**src/rtl/fifo_rr_reader_pkg.sv**
```systemverilog
// fifo_if_pkg: shared constants for the d0/d1 round-robin FIFO reader.
// Holds the default word width, the channel encodings used for the
// pop grant and the output tag, and the output buffer depth.
package fifo_if_pkg;
  localparam int   DEF_DATA_SIZE = 6;
  localparam int   DEF_CNT_SIZE  = 8;
  localparam logic CH_D0         = 1'b0;
  localparam logic CH_D1         = 1'b1;
  localparam int   BUF_DEPTH     = 2;
endpackage

```
**src/rtl/fifo_rr_reader_if.sv**
```systemverilog
// fifo_rr_reader_if: downstream valid/ready stream carrying a tagged word.
//   data  : word at the head of the reader's output buffer
//   dest  : source channel of that word (CH_D0 / CH_D1)
//   valid : head word present
//   ready : consumer accepts; a transfer happens when valid && ready
// master = producer (fifo_rr_reader), slave = consumer.
interface fifo_rr_reader_if #(
  parameter int DATA_SIZE = 6
);
  logic [DATA_SIZE-1:0] data;
  logic                 dest;
  logic                 valid;
  logic                 ready;

  modport master (output data, output dest, output valid, input ready);
  modport slave  (input data, input dest, input valid, output ready);
endinterface

```
**src/rtl/fifo_rr_reader_rr_out_buf.sv**
```systemverilog
// rr_out_buf: 2-entry FIFO of words tagged with their source channel.
// Ports:
//   clk, rst_n    : clock, asynchronous active-low reset
//   i_push        : write i_push_data / i_push_tag at the tail
//   i_pop         : retire the head entry (ignored when empty)
//   o_occ         : occupancy, 0..2
//   o_head_data   : head word
//   o_head_tag    : head channel tag
// A push into a full buffer is accepted only when the head retires in the
// same cycle; the reader's credit logic guarantees it never needs more.
module rr_out_buf
  import fifo_if_pkg::*;
#(
  parameter int DATA_SIZE = DEF_DATA_SIZE
) (
  input  logic                 clk,
  input  logic                 rst_n,
  input  logic                 i_push,
  input  logic [DATA_SIZE-1:0] i_push_data,
  input  logic                 i_push_tag,
  input  logic                 i_pop,
  output logic [1:0]           o_occ,
  output logic [DATA_SIZE-1:0] o_head_data,
  output logic                 o_head_tag
);

  logic [1:0][DATA_SIZE-1:0] r_data;
  logic [1:0]                r_tag;
  logic                      r_rd_ptr;
  logic                      r_wr_ptr;
  logic [1:0]                r_occ;
  logic                      w_push;
  logic                      w_pop;

  assign w_pop  = i_pop && (r_occ != 2'd0);
  assign w_push = i_push && ((r_occ != 2'(BUF_DEPTH)) || w_pop);

  always_ff @(posedge clk or negedge rst_n) begin
    if (!rst_n) begin
      r_data   <= '0;
      r_tag    <= '0;
      r_rd_ptr <= 1'b0;
      r_wr_ptr <= 1'b0;
      r_occ    <= 2'd0;
    end else begin
      if (w_push) begin
        r_data[r_wr_ptr] <= i_push_data;
        r_tag[r_wr_ptr]  <= i_push_tag;
        r_wr_ptr         <= ~r_wr_ptr;
      end
      if (w_pop) begin
        r_rd_ptr <= ~r_rd_ptr;
      end
      case ({w_push, w_pop})
        2'b10:   r_occ <= r_occ + 2'd1;
        2'b01:   r_occ <= r_occ - 2'd1;
        default: r_occ <= r_occ;
      endcase
    end
  end

  assign o_occ       = r_occ;
  assign o_head_data = r_data[r_rd_ptr];
  assign o_head_tag  = r_tag[r_rd_ptr];

  a_occ_bound : assert property (@(posedge clk) disable iff (!rst_n)
    r_occ <= 2'(BUF_DEPTH));

endmodule

```
**src/rtl/fifo_rr_reader.sv**
```systemverilog
// fifo_rr_reader: read-side controller for the d0/d1 FIFO pair.
// Pops the two FIFOs round-robin (never an empty one), captures the word
// returned one cycle after each pop into a 2-entry tagged buffer, and
// presents the buffer head downstream on a valid/ready stream.
// Ports:
//   clk, reset_L            : clock, asynchronous active-low reset
//   enable                  : allow new pops (in-flight words still land)
//   fifo_empty_d0/d1        : FIFO empty flags
//   data_in_d0/d1           : FIFO read data, valid the cycle after a pop
//   pop_d0/pop_d1           : combinational pop requests
//   idle_out                : nothing in flight and buffer empty
//   cnt_d0/cnt_d1           : wrapping count of words delivered per source
//   out_if (master)         : data/dest/valid out, ready in
module fifo_rr_reader
  import fifo_if_pkg::*;
#(
  parameter int DATA_SIZE = DEF_DATA_SIZE,
  parameter int CNT_SIZE  = DEF_CNT_SIZE
) (
  input  logic                 clk,
  input  logic                 reset_L,
  input  logic                 enable,
  input  logic                 fifo_empty_d0,
  input  logic                 fifo_empty_d1,
  input  logic [DATA_SIZE-1:0] data_in_d0,
  input  logic [DATA_SIZE-1:0] data_in_d1,
  output logic                 pop_d0,
  output logic                 pop_d1,
  output logic                 idle_out,
  output logic [CNT_SIZE-1:0]  cnt_d0,
  output logic [CNT_SIZE-1:0]  cnt_d1,
  fifo_rr_reader_if.master     out_if
);

  logic                 r_inflight_p1;
  logic                 r_inflight_ch_p1;
  logic                 r_last_grant;
  logic [CNT_SIZE-1:0]  r_cnt_d0;
  logic [CNT_SIZE-1:0]  r_cnt_d1;

  logic [1:0]           w_occ;
  logic [DATA_SIZE-1:0] w_head_data;
  logic                 w_head_tag;
  logic                 w_drain;
  logic                 w_req0;
  logic                 w_req1;
  logic                 w_grant;
  logic [2:0]           w_load;
  logic [2:0]           w_limit;
  logic                 w_pop;
  logic [DATA_SIZE-1:0] w_cap_data;

  assign w_drain = (w_occ != 2'd0) && out_if.ready;
  assign w_req0  = !fifo_empty_d0;
  assign w_req1  = !fifo_empty_d1;

  // Stage p0: arbitration and credit check. Buffer slots already committed
  // (occupied + word in flight) must stay below the depth once this cycle's
  // drain is credited back. Gating with reset_L drops pops the instant
  // reset asserts rather than at the next edge.
  always_comb begin
    w_grant = CH_D0;
    if (w_req0 && w_req1) begin
      w_grant = ~r_last_grant;
    end else if (w_req1) begin
      w_grant = CH_D1;
    end
    w_load  = {1'b0, w_occ} + {2'b00, r_inflight_p1};
    w_limit = 3'(BUF_DEPTH) + {2'b00, w_drain};
    w_pop   = reset_L && enable && (w_req0 || w_req1) && (w_load < w_limit);
  end

  assign pop_d0 = w_pop && (w_grant == CH_D0);
  assign pop_d1 = w_pop && (w_grant == CH_D1);

  always_ff @(posedge clk or negedge reset_L) begin
    if (!reset_L) begin
      r_inflight_p1    <= 1'b0;
      r_inflight_ch_p1 <= CH_D0;
      r_last_grant     <= CH_D1;
      r_cnt_d0         <= '0;
      r_cnt_d1         <= '0;
    end else begin
      r_inflight_p1 <= w_pop;
      if (w_pop) begin
        r_inflight_ch_p1 <= w_grant;
        r_last_grant     <= w_grant;
      end
      if (w_drain) begin
        if (w_head_tag == CH_D1) begin
          r_cnt_d1 <= r_cnt_d1 + 1'b1;
        end else begin
          r_cnt_d0 <= r_cnt_d0 + 1'b1;
        end
      end
    end
  end

  // Stage p1: FIFO read data for last cycle's pop is captured into the buffer.
  assign w_cap_data = (r_inflight_ch_p1 == CH_D1) ? data_in_d1 : data_in_d0;

  rr_out_buf #(
    .DATA_SIZE(DATA_SIZE)
  ) u_out_buf (
    .clk         (clk),
    .rst_n       (reset_L),
    .i_push      (r_inflight_p1),
    .i_push_data (w_cap_data),
    .i_push_tag  (r_inflight_ch_p1),
    .i_pop       (w_drain),
    .o_occ       (w_occ),
    .o_head_data (w_head_data),
    .o_head_tag  (w_head_tag)
  );

  // Stage p2: buffer head presented downstream.
  assign out_if.data  = w_head_data;
  assign out_if.dest  = w_head_tag;
  assign out_if.valid = (w_occ != 2'd0);
  assign idle_out     = (w_occ == 2'd0) && !r_inflight_p1;
  assign cnt_d0       = r_cnt_d0;
  assign cnt_d1       = r_cnt_d1;

endmodule

```
**src/flat_wrapper.sv**
```systemverilog
// flat-port wrapper written by rule: the top's interface ports become plain ports
module fifo_rr_reader_flat import fifo_if_pkg::*;
#(
  parameter int DATA_SIZE = DEF_DATA_SIZE,
  parameter int CNT_SIZE  = DEF_CNT_SIZE
)
  (clk, reset_L, enable, fifo_empty_d0, fifo_empty_d1, data_in_d0, data_in_d1, pop_d0, pop_d1, idle_out, cnt_d0, cnt_d1, out_if_data, out_if_dest, out_if_valid, out_if_ready);
  fifo_rr_reader_if #(.DATA_SIZE(DATA_SIZE)) out_if_i ();
  input  logic clk;
  input  logic reset_L;
  input  logic enable;
  input  logic fifo_empty_d0;
  input  logic fifo_empty_d1;
  input  logic [DATA_SIZE-1:0] data_in_d0;
  input  logic [DATA_SIZE-1:0] data_in_d1;
  output logic pop_d0;
  output logic pop_d1;
  output logic idle_out;
  output logic [CNT_SIZE-1:0] cnt_d0;
  output logic [CNT_SIZE-1:0] cnt_d1;
  output wire logic [$bits(out_if_i.data)-1:0] out_if_data;
  output wire logic [$bits(out_if_i.dest)-1:0] out_if_dest;
  output wire logic [$bits(out_if_i.valid)-1:0] out_if_valid;
  input wire logic [$bits(out_if_i.ready)-1:0] out_if_ready;
  assign out_if_data = out_if_i.data;
  assign out_if_dest = out_if_i.dest;
  assign out_if_valid = out_if_i.valid;
  assign out_if_i.ready = out_if_ready;
  fifo_rr_reader #(.DATA_SIZE(DATA_SIZE), .CNT_SIZE(CNT_SIZE)) u_core (.clk(clk), .reset_L(reset_L), .enable(enable), .fifo_empty_d0(fifo_empty_d0), .fifo_empty_d1(fifo_empty_d1), .data_in_d0(data_in_d0), .data_in_d1(data_in_d1), .pop_d0(pop_d0), .pop_d1(pop_d1), .idle_out(idle_out), .cnt_d0(cnt_d0), .cnt_d1(cnt_d1), .out_if(out_if_i));
endmodule
```
**config.mk**
```make
export PLATFORM = sky130hd
export DESIGN_NAME = fifo_rr_reader_flat
export DESIGN_NICKNAME = d
export VERILOG_FILES = /design/src/rtl/fifo_rr_reader_pkg.sv /design/src/rtl/fifo_rr_reader_if.sv /design/src/rtl/fifo_rr_reader_rr_out_buf.sv /design/src/rtl/fifo_rr_reader.sv /design/src/flat_wrapper.sv
export SDC_FILE = /design/constraint.sdc
export NUM_CORES = 1
export LEC_CHECK = 0
export BUFFER_PORTS_ARGS = -buffer_cell sky130_fd_sc_hd__buf_2
export CAP_MARGIN = 40
export CORE_AREA = 5 5 68 64
export DETAILED_ROUTE_END_ITERATION = 8
export DIE_AREA = 0 0 73 69
export GPL_ROUTABILITY_DRIVEN = 0
export MAX_ROUTING_LAYER = met4
export PLACE_DENSITY = 0.78
export SYNTH_ARGS = -nofsm -noshare
export SYNTH_HDL_FRONTEND = slang
export SYNTH_SLANG_ARGS = --single-unit
```
**constraint.sdc**
```tcl
create_clock -name clk -period 2.35 [get_ports clk]
set_input_delay 0.235 -clock clk [delete_from_list [all_inputs] [get_ports clk]]
set_output_delay 0.235 -clock clk [all_outputs]
set_load 0.005 [all_outputs]
```
==> results.txt, run 1 <==
The number of buffers inserted during clock tree synthesis was 5. The launching element type of the critical path is a flop. CTS built an H-tree with a depth of 2. The worst-case IR drop observed on VDD is 0.671 mV.

The shortest period the worst path allows is 2.25 ns. Via count of the first global-routing pass: 1232. The filler-free cell count of the finished design is 234, and the total setup violations reported at the end of the flow is 0.

End-of-flow core utilization: 59.9%. The via count was 1237. The worst register-to-register path begins at u_core.u_out_buf.o_occ[0]$_DFFE_PN0P_. The clock edge transition at the registers on the reported setup and hold paths is 0.08 ns, and the overall die area is 0.00504 mm^2. Entering global routing, the biggest net connects 38 pins. For this run, the number of Yosys warnings is 0. The final max-slew violation count is 0.

Setup repair after global routing left no endpoint under its margin. The flow ran to the end, and the final reports show no timing, DRC or antenna violations. The largest area contributor in the synthesized netlist was dfrtp_1. The placement row count was 21. Of the total power, registers draw 48.2%.

Once the floorplan was initialized, standard cells occupied 49.3% of the core. The repair_antennas step left the layout with diodes totalling 0. The sum of internal, switching and leakage power is 0.00219 W, and the overall die height is 69 um.

The synthesized netlist net count is 158, and the area of the placeable core is 0.00357 mm^2. In this run the cell area of the synthesized design comes to 0.00176 mm^2. The logs give 0 for the final hold violation count and 2490 um for the half-perimeter wire length of the detailed placement result. The mux share of post-synthesis cell area was 19.1%. During I/O placement, the number of pins put on the boundary was 45. The area of the multi-input gates was 815 um^2. For the worst flop-to-flop path, the logic depth is 5. In this run the static leakage power is 1.02 nW. The worst path uses 95.8% of the clock period. The detail route stage leaves a number of antenna-violating nets equal to 0. In the final timing run, aggregate negative setup slack is 0 ns. Synthesis inferred 37 register bits. The maximum fanout along the worst path is 5, and the number of cells in the design after placement is 223. The endpoint identified for the worst register-to-register timing path is u_core.r_inflight_ch_p1$_DFFE_PN0P_. Global routing finished with a remaining overflow of 0. The number of hold buffers added after CTS was 0.

TritonCTS built the clock tree. Switching share of total power: 31.6%. For this run, the register share of the synthesized area comes to 52.6%. In this run the deepest clock path goes through 2 buffers. Data on the critical path arrives at its endpoint at 2.02 ns. The final layout contains 209 nets. The first global-routing pass estimated 5780 um of wire. In this run the horizontal extent of the chip is 73 um. Main combinational cell family by area after synthesis: multiplexers.

The slew at the pin closest to its max-slew limit was 0.755 ns; the power density over the cells was 1020 mW/mm^2. After detailed routing, the total wire length is 3460 um. On the final layout, the worst clock skew is 0.00601 ns. In this run the power spent charging and discharging nets is 0.000692 W. After Yosys synthesis, full adders, half adders and majority gates account for 2.84% of the synthesized area. The critical path in this run is classified as flop to output pin. The worst register-to-register path has a setup slack of 0.49 ns. In this run, the clock network consumes 19.6% of the power. The worst hold-check path type is input pin to asynchronous set/reset pin. The synthesized netlist devotes 11.5% of its cell area to simple gates. Synthesis instantiated 34 different standard cells from the library.

The fraction of layout cells with a size suffix above 1 works out to 50.5%. Across the whole layout, storage elements account for 930 um^2. The highest achievable clock rate is 444 MHz.

The cell-internal power is 0.00150 W. The top cell type by area accounts for 51.1% of the synthesized area. After the first detailed-routing iteration, the DRC count stood at 41. The first-pass iteration count of the detailed router was 4; the vias per cell was 5.29. The xor and xnor fraction of the mapped netlist area is 7.95%. The mean instance size in the synthesized netlist works out to 13.0 um^2.

Dividing the detail-routed wire length by the instance count gives 14.8 um. Fill cells in the final layout number 306. Buffers placed on the I/O ports in this run total 44. The run gives 0 as the initial antenna violation count. The total DRC errors in the routed layout is 0.

At the worst endpoint, the required time is 2.12 ns. The synthesized netlist devotes 4.55% of its cell area to compound gates. For the number of cells produced by synthesis, the log shows 136. The number of max-cap violations came out at 0. For the proportion of power drawn by combinational gates, the log shows 32.2%. Ranked by total cell area, the synthesized netlist is headed by dfrtp_1 51%, mux2_2 19%, xnor2_1 6.5%. The clock latency of the later-clocked register in the worst-skew pair was 0.29 ns; the TritonCTS sink count was 37.

Relative to the synthesized area, the layout overhead comes to 21.6%. The CTS root buffer was clkbuf_8. Global routing consumed, over all layers together, 15.3% of the routing resources. The tools report the critical path capture point type as an output pin.

The logs give 0.0309 ns for the smallest hold slack and 49.6% for the headroom to the max-slew limit.
-- metal layers --
metal  GRT usage, %  wire length, um
met1           19.4             1570
met2           22.6             1570
met3           4.94              252
met4           5.53               73
met5              -                0
-- stage by stage --
| step | setup slack, ns | cell area [um^2] |
|---|---|---|
| final | 0.0990 | 2140 |
| after global routing | 0.00672 | 2140 |
| after CTS | 0.0205 | 2120 |
| after detailed placement | 0.263 | 2030 |
| after global placement | 0.361 | 2030 |
| after floorplan | 0.528 | 1760 |
-- flip-flops by register name (all words and copies together) (netlist names), 2 cells and up --
name                     flops
u_core.cnt_d0                8
u_core.cnt_d1                8
u_core.u_out_buf.r_tag       2
u_core.u_out_buf.r_data     12
u_core.u_out_buf.o_occ       2
-- worst max-delay path by stage --
stage,startpoint,to,cells after the start
global route,u_core.u_out_buf.o_occ[0]$_DFFE_PN0P_,pop_d1,6
global placement,u_core.u_out_buf.o_occ[0]$_DFFE_PN0P_,pop_d1,6
detailed placement,u_core.u_out_buf.o_occ[0]$_DFFE_PN0P_,pop_d0,6
CTS,u_core.u_out_buf.o_occ[0]$_DFFE_PN0P_,pop_d1,6
finish,u_core.u_out_buf.o_occ[0]$_DFFE_PN0P_,pop_d0,6
floorplan,u_core.r_inflight_p1$_DFF_PN0_,pop_d1,5
-- Yosys cell counts --
cell type,number
dfrtp_1,36
mux2_2,29
xnor2_1,13
nand4_1,8
nand2_1,6
and3_1,5
ha_1,4
nor2_1,4
xor2_1,3
buf_2,2
nand2b_1,2
nor2b_1,2
a21oi_1,1
and4_1,1
buf_4,1
clkbuf_1,1
dfstp_2,1
inv_1,1
mux2i_1,1
nand3b_1,1
nor2_2,1
nor3_1,1
nor3b_1,1
nor4_1,1
o21a_1,1
o21ai_0,1
o21ai_2,1
o221a_2,1
o22a_1,1
o311ai_2,1
o31ai_1,1
o32a_1,1
or2_2,1
or3_4,1
-- cell type report --
cell class,instances,area share (%)
clock buffer,5,3.21
clock inverter,3,0.818
inverter,1,0.175
multi-input combinational,94,38.0
sequential,37,43.4
tap,46,2.69
timing repair buffer,48,11.7
-- placed cells by master (no fill, tap or decap), types with 2 or more instances in the layout --
cell type,count
dfrtp_2,2
mux2_2,29
nand4_1,8
buf_2,44
clkinv_2,2
and3_1,5
dfrtp_1,34
ha_1,4
nor2_1,4
buf_4,4
xnor2_1,13
clkbuf_8,5
xor2_1,3
nand2_1,6
nand2b_1,2
nor2b_1,2
-- power groups by stage --
stage	registers (W)	clock network, W	logic, W
floorplan	0.000995	0	0.000493
global placement	0.00105	0	0.000678
detailed placement	0.00107	0	0.000697
CTS	0.00107	0.000445	0.000702
global route	0.00110	0.000476	0.000786
finish	0.00105	0.000428	0.000705
-- critical path, stage by stage, from the launching register on --
cell and delay, ns:
dfrtp_2 0.43, ha_1 0.21, ha_1 0.26, o21a_1 0.11, or3_4 0.40, nor3_2 0.18, buf_2 0.14
-- kinds of logic (layout without fill, tap and decap cells) --
family                     count (synthesis)  after routing
xor gates and xnor gates                  16             16
AOI/OAI and AO/OA                          9              9
adders and majority gates                  4              4
muxes                                     30             30
and+or+nand+nor                           35             35
buffers and inverters                      5             57
DFF                                       37             37
-- repair_timing --
action / in CTS / in global routing
pin swaps: 0 / 0
setup endpoints to repair: 2 / 2
setup buffers: 0 / 3
resized for setup: 2 / 1
Note: power is estimated with default switching activity, not from simulation.
==> run 2, diff against run 1 <==
Settings changed: CTS_CLUSTER_SIZE set to 12, GPL_TIMING_DRIVEN set to 0.
==> results.txt, run 2 (synthesis results as in run 1) <==
The run finished with clean final reports. TritonCTS built the clock tree. The clock edge transition at the registers on the reported setup and hold paths is 0.07 ns (was 0.08 ns). The top register by number of flip-flops was u_core.u_out_buf.r_data (unchanged). The clock tree buffer depth came out at 2 (unchanged).

The maximum level of the CTS H-tree is 2 (unchanged), and the leakage dissipation is 1.03 nW (was 1.02 nW). Fraction of layout cells with a size suffix above 1: 49.5% (was 50.5%). The share of the clock period used by the worst path after layout was 96.4% (was 95.8%).

The post-place setup slack is 0.255 ns (was 0.263 ns), and the effective utilization at floorplan is 49.3% (unchanged). The overall die height works out to 69 um (unchanged). Width of the die: 73 um (unchanged).

Post-detailed-route count of antenna-violating nets: 0 (unchanged). For the final hold violation count, the log shows 0 (unchanged). Type of the worst setup path: flop to output pin (unchanged). The buffers plus inverters on the worst setup path was 1 (unchanged); the least setup slack across all paths after layout was 0.0840 ns (was 0.0990 ns). The number of placed I/O pins was 45 (unchanged); the maximum ir drop on the vdd rail was 0.521 mV (was 0.671 mV). The endpoint arrival time on the critical path was 2.03 ns (was 2.02 ns).

For the net count of the finished layout, the log shows 209 (unchanged). The post-CTS resize count is 2 (unchanged). Critical path, cell by cell: ha_1, ha_1, o21a_1, or3_4, nor3b_2, buf_2 (was ha_1, ha_1, o21a_1, or3_4, nor3_2, buf_2). The number of port buffers is 44 (unchanged), and the end-of-flow core utilization is 60.1% (was 59.9%). The tools report the clock tree skew after final layout as 0.00518 ns (was 0.00601 ns).

Commonest cells after routing, fill and taps aside: 46 x buf_2, 35 x dfrtp_1, 29 x mux2_2, 13 x xnor2_1, 8 x nand4_1 (was 44 x buf_2, 34 x dfrtp_1, 29 x mux2_2, 13 x xnor2_1, 8 x nand4_1). The cell occurring most often along the worst timing path is ha_1 (unchanged). The number of max-cap violations was 0 (unchanged). CTS root buffer: clkbuf_8 (unchanged). The critical path capture point type was an output pin (unchanged). The run gives 0 (unchanged) as the number of buffers inserted to repair setup after CTS. The total wire length came out at 3390 um (was 3460 um). The overall die area was 0.00504 mm^2 (unchanged); the setup total negative slack was 0 ns (unchanged).

The run gives 21 (unchanged) as the placement row count. The leading cell type in the layout, fill and taps excluded was buf_2 (unchanged). The total stage count of the critical path was 6 (unchanged). The maximum single-stage delay on the critical path works out to 0.46 ns (was 0.43 ns). The via count came out at 1235 (was 1237). The length in cells of the worst reg-to-reg path was 5 (unchanged); the clock latency of the later-clocked register in the worst-skew pair was 0.28 ns (was 0.29 ns).

The shortest period the worst path allows is 2.27 ns (was 2.25 ns), and the first-pass iteration count of the detailed router is 4 (unchanged). The endpoint required time on the critical path was 2.12 ns (about the same). The TritonCTS sink count was 37 (unchanged).

Setup repair after global routing left no endpoint under its margin. Hold buffer count at CTS: 0 (unchanged). The logs give 0 (unchanged) for the residual overflow from global routing and 39 (was 38) for the pin count of the biggest net entering global routing. The flip-flop count of the largest register after layout is 12 (unchanged), and the total DRC errors in the routed layout is 0 (unchanged). The launching element type of the critical path was a flop (unchanged).

The maximum fanout along the worst path came out at 7 (was 5). The area added between synthesis and finish is 21.9% (was 21.6%). The slew at the pin closest to its max-slew limit was 0.805 ns (was 0.755 ns). The gate family responsible for the most delay along the worst path is simple AND/OR/NAND/NOR gates (unchanged). The final max-slew violation count came out at 0 (unchanged). The tools report the number of violations reported at the end of detailed-routing iteration 0 as 51 (was 41). The antenna diode instance count is 0 (unchanged), and the area of the placeable core is 0.00357 mm^2 (unchanged). The vias per cell is 5.28 (was 5.29), and the overall track demand over capacity in global routing is 14.8% (was 15.3%). Average wire length per cell after detail routing: 14.5 um (was 14.8 um).

The initial antenna violation count was 0 (unchanged). The power density over the cells is 1050 mW/mm^2 (was 1020 mW/mm^2). Highest achievable clock rate: 441 MHz (was 444 MHz). The worst hold-check path type is input pin to asynchronous set/reset pin (unchanged).

The tools report the headroom to the max-slew limit as 46.3% (was 49.6%). The half-perimeter wire length of the detailed placement result is 2550 um (was 2490 um), and the global-route wire length before repair is 5800 um (was 5780 um). Slowest library cell on the worst path: dfrtp_2 (unchanged).

The run gives 0 (unchanged) as the total setup violations reported at the end of the flow. Number of buffers inserted during clock tree synthesis: 5 (unchanged). The run gives 1297 (was 1232) as the via count of the first global-routing pass.
## run 2: cell types whose count changed in the layout (fill, tap and decap cells not counted), sizes merged
cell,before,now
clkinv,2,1
buf,48,47
clkinvlp,1,0
clkbuf,5,8
## run 2: worst reg2reg max path, stage by stage (launching register included)
cell and delay (ns):
dfrtp_2 0.46, ha_1 0.20, ha_1 0.26, o21a_1 0.11, or3_4 0.40, o32a_1 0.34
## run 2: where the power goes
part / leakage, nW / internal, W / switching [W]
Clock: 0.0542 / 0.000265 / 0.000211
Combinational: 0.514 / 0.000441 / 0.000316
Sequential: 0.463 / 0.000857 / 0.000161
Total: 1.03 / 0.00156 / 0.000689
## run 2: final timing paths
path	slack, ns	to	start
max	0.08	pop_d1	u_core.r_inflight_p1$_DFF_PN0_
min	0.03	u_core.u_out_buf.r_data[9]$_DFFE_PN0P_	reset_L
max reg2reg	0.46	u_core.r_inflight_ch_p1$_DFFE_PN0P_	u_core.r_inflight_p1$_DFF_PN0_
min reg2reg	0.47	u_core.cnt_d0[7]$_DFFE_PN0P_	u_core.cnt_d0[7]$_DFFE_PN0P_
max in group asynchronous	1.75	u_core.r_inflight_p1$_DFF_PN0_	reset_L
min in group clk	0.16	u_core.r_inflight_p1$_DFF_PN0_	fifo_empty_d0
## run 2: stage by stage
stage | std cells | total power, W | area, um^2 | hold WS [ns]
floorplan | 136 | 0.00149 | 1760 | -0.0606
detailed placement | 226 | 0.00180 | 2040 | 0.371
global route | 234 | 0.00240 | 2150 | 0.121
CTS | 234 | 0.00228 | 2150 | 0.0667
finish | 234 | 0.00225 | 2150 | 0.0346
global placement | 226 | 0.00174 | 2040 | 0.355
## run 2: layer usage
metal / global-route usage (%) / part of all wire [%]
met5: - / 0
met4: 4.51 / 1.2
met1: 17.7 / 44
met3: 3.63 / 6.7
met2: 24.2 / 48
## run 2: final cells by class
type | instances | area [um^2]
plain buffers | 4 | 21.3
clock buffers | 7 | 96.3
clock inverters | 1 | 5.00
fillers | 309 | 1430
inverters | 1 | 3.75
multi-input cells | 94 | 815
flip-flops and latches | 37 | 928
well taps | 46 | 57.6
repair buffers | 44 | 220
==> run 3, diff against run 2 <==
Settings changed: PLACE_DENSITY 0.78 to 0.79.
==> results.txt, run 3 (synthesis results as in run 1) <==
For the via count of the first global-routing pass, the log shows 1271 (was 1297). The effective utilization at floorplan is 49.3% (unchanged). Smallest hold slack: 0.0357 ns (was 0.0346 ns). Worst hold-check path type: input pin to asynchronous set/reset pin (unchanged). The average wire length per cell after detail routing works out to 14.0 um (was 14.5 um). The run gives 2 (unchanged) as the maximum level of the CTS H-tree. Slowest library cell on the worst path: dfrtp_2 (unchanged). The filler-free cell count of the finished design is 236 (was 234). The post-detailed-route count of antenna-violating nets came out at 0 (unchanged). Number of buffers inserted during clock tree synthesis: 5 (unchanged). The tools report the placement row count as 21 (unchanged). The tools report the reg-to-reg critical path startpoint as u_core.r_inflight_p1$_DFF_PN0_ (unchanged). The leading cell type in the layout, fill and taps excluded is buf_2 (unchanged).

TritonCTS built the clock tree. The run gives 4 (unchanged) as the first-pass iteration count of the detailed router. The worst-case register-to-register setup slack came out at 0.51 ns (was 0.46 ns). The maximum single-stage delay on the critical path is 0.42 ns (was 0.46 ns), and the clock edge transition at the registers on the reported setup and hold paths is 0.06 ns (was 0.07 ns). The fraction of layout cells with a size suffix above 1 was 48.4% (was 49.5%); the number of placed I/O pins was 45 (unchanged).

The layout filler cell count is 309 (unchanged), and the via count is 1231 (was 1235). The endpoint required time on the critical path was 2.12 ns (about the same); the clock tree skew after final layout was 0.00214 ns (was 0.00518 ns). The flip-flop count of the largest register after layout came out at 12 (unchanged). Launching element type of the critical path: a flop (unchanged).

The shortest period the worst path allows is 2.23 ns (was 2.27 ns). The top register by number of flip-flops is u_core.u_out_buf.r_data (unchanged). Highest routing layer actually used: met4 (unchanged). CTS root buffer: clkbuf_8 (unchanged). The pin count of the biggest net entering global routing is 39 (unchanged), and the global-route wire length before repair is 5680 um (was 5800 um). The vias per cell works out to 5.22 (was 5.28).

The share of the clock period used by the worst path after layout came out at 95.0% (was 96.4%). The logs give 3310 um (was 3390 um) for the total wire length and 0 (unchanged) for the initial antenna violation count. The clock tree buffer depth is 2 (unchanged), and the total setup violations reported at the end of the flow is 0 (unchanged). The critical path capture point type is an output pin (unchanged). The run gives 226 (unchanged) as the number of cells in the design after placement. The area of the multi-input gates is 815 um^2 (unchanged), and the post-place setup slack is 0.271 ns (was 0.255 ns).

Critical path, cell by cell: ha_1, ha_1, o21a_1, or3_4, nor3b_2, buf_2 (unchanged). Area of the placeable core: 0.00357 mm^2 (unchanged). The highest achievable clock rate is 448 MHz (was 441 MHz). The run gives 0 (unchanged) as the total DRC errors in the routed layout.

The power density over the cells was 1020 mW/mm^2 (was 1050 mW/mm^2). Cell occurring most often along the worst timing path: ha_1 (unchanged). The number of max-cap violations is 0 (unchanged). The logs give 14.7% (was 14.8%) for the overall track demand over capacity in global routing and 37 (unchanged) for the TritonCTS sink count. The clock latency of the later-clocked register in the worst-skew pair is 0.28 ns (about the same), and the width of the die is 73 um (unchanged). The worst setup path startpoint was u_core.r_inflight_p1$_DFF_PN0_ (unchanged).

The logs give 1570 um (was 1640 um) for the routed wire length on met2 and 1490 um (was 1480 um) for the routed length on met1. The antenna diode instance count was 0 (unchanged). The least setup slack across all paths after layout was 0.118 ns (was 0.0840 ns); the maximum ir drop on the vdd rail was 0.593 mV (was 0.521 mV).

The half-perimeter wire length of the detailed placement result is 2500 um (was 2550 um), and the endpoint arrival time on the critical path is 2.00 ns (was 2.03 ns). The final hold violation count was 0 (unchanged); the net count of the finished layout was 211 (was 209). Type of the worst setup path: flop to output pin (unchanged). The run gives 201 um (was 227 um) as the met3 routed wirelength.

The number of port buffers works out to 44 (unchanged). The storage element area is 928 um^2 (unchanged). The slew at the pin closest to its max-slew limit is 0.795 ns (was 0.805 ns). The area added between synthesis and finish is 21.5% (was 21.9%). Setup total negative slack: 0 ns (unchanged). The run gives 0 (unchanged) as the residual overflow from global routing. The overall die area was 0.00504 mm^2 (unchanged); the number of violations reported at the end of detailed-routing iteration 0 was 29 (was 51). The run gives 47.0% (was 46.3%) as the headroom to the max-slew limit. The overall die height is 69 um (unchanged).

Commonest cells after routing, fill and taps aside: 46 x buf_2, 35 x dfrtp_1, 29 x mux2_2, 13 x xnor2_1, 8 x nand4_1 (unchanged). The run gives 1.03 nW (about the same) as the leakage dissipation. Setup repair after global routing left no endpoint under its margin. The run gives 59.9% (was 60.1%) as the end-of-flow core utilization.

The run finished with clean final reports. The tools report the final max-slew violation count as 0 (unchanged). The maximum fanout along the worst path was 5 (was 7).
run 3: final cells by class:
class	count	share of cell area (%)
multi-input combinational	94	38.0
timing repair buffer	46	11.0
tap	46	2.69
sequential	37	43.4
clock buffer	8	3.74
buffer	4	0.994
inverter	1	0.175
run 3: where the power goes:
part           switching [W]  total, W  internal (W)
logic               0.000314  0.000755      0.000441
registers           0.000157   0.00101      0.000857
clock network       0.000200  0.000410      0.000210
run 3: timing repair:
action                     in CTS  in global routing
hold buffers                    0                  0
setup buffers                   0                  2
setup endpoints to repair       1                  2
gates resized for setup         1                  1
run 3: per-stage QoR:
step / power (W) / area, um^2
after detailed placement: 0.00179 / 2040
after global placement: 0.00174 / 2040
after floorplan: 0.00149 / 1760
after global routing: 0.00233 / 2140
after CTS: 0.00221 / 2120
final: 0.00218 / 2140
run 3: layer usage:
metal,up-vias,track usage [%]
li1,600,-
met2,35,21.9
met5,-,-
met1,591,18.4
met4,0,5.33
met3,5,5.09
run 3: path summary, 6_finish.rpt:
check                           depth (start not counted)                                 endpoint
worst max-delay path                                    6                                   pop_d1
min in group clk                                        2           u_core.r_inflight_p1$_DFF_PN0_
max in group asynchronous                               1           u_core.r_inflight_p1$_DFF_PN0_
worst min register to register                          1             u_core.cnt_d1[7]$_DFFE_PN0P_
worst min-delay path                                    1  u_core.u_out_buf.r_data[10]$_DFFE_PN0P_
worst max register to register                          5      u_core.r_inflight_ch_p1$_DFFE_PN0P_
run 3: worst max-delay path, delay by kind of cell, from the launching register on:
| kind | cells | cell delay (ns) |
|---|---|---|
| buffers and inverters | 1 | 0.14 |
| AO/OA/AOI/OAI | 1 | 0.11 |
| flip-flops | 1 | 0.42 |
| AND/OR/NAND/NOR | 2 | 0.59 |
| adder cells (fa/ha/maj) | 2 | 0.44 |
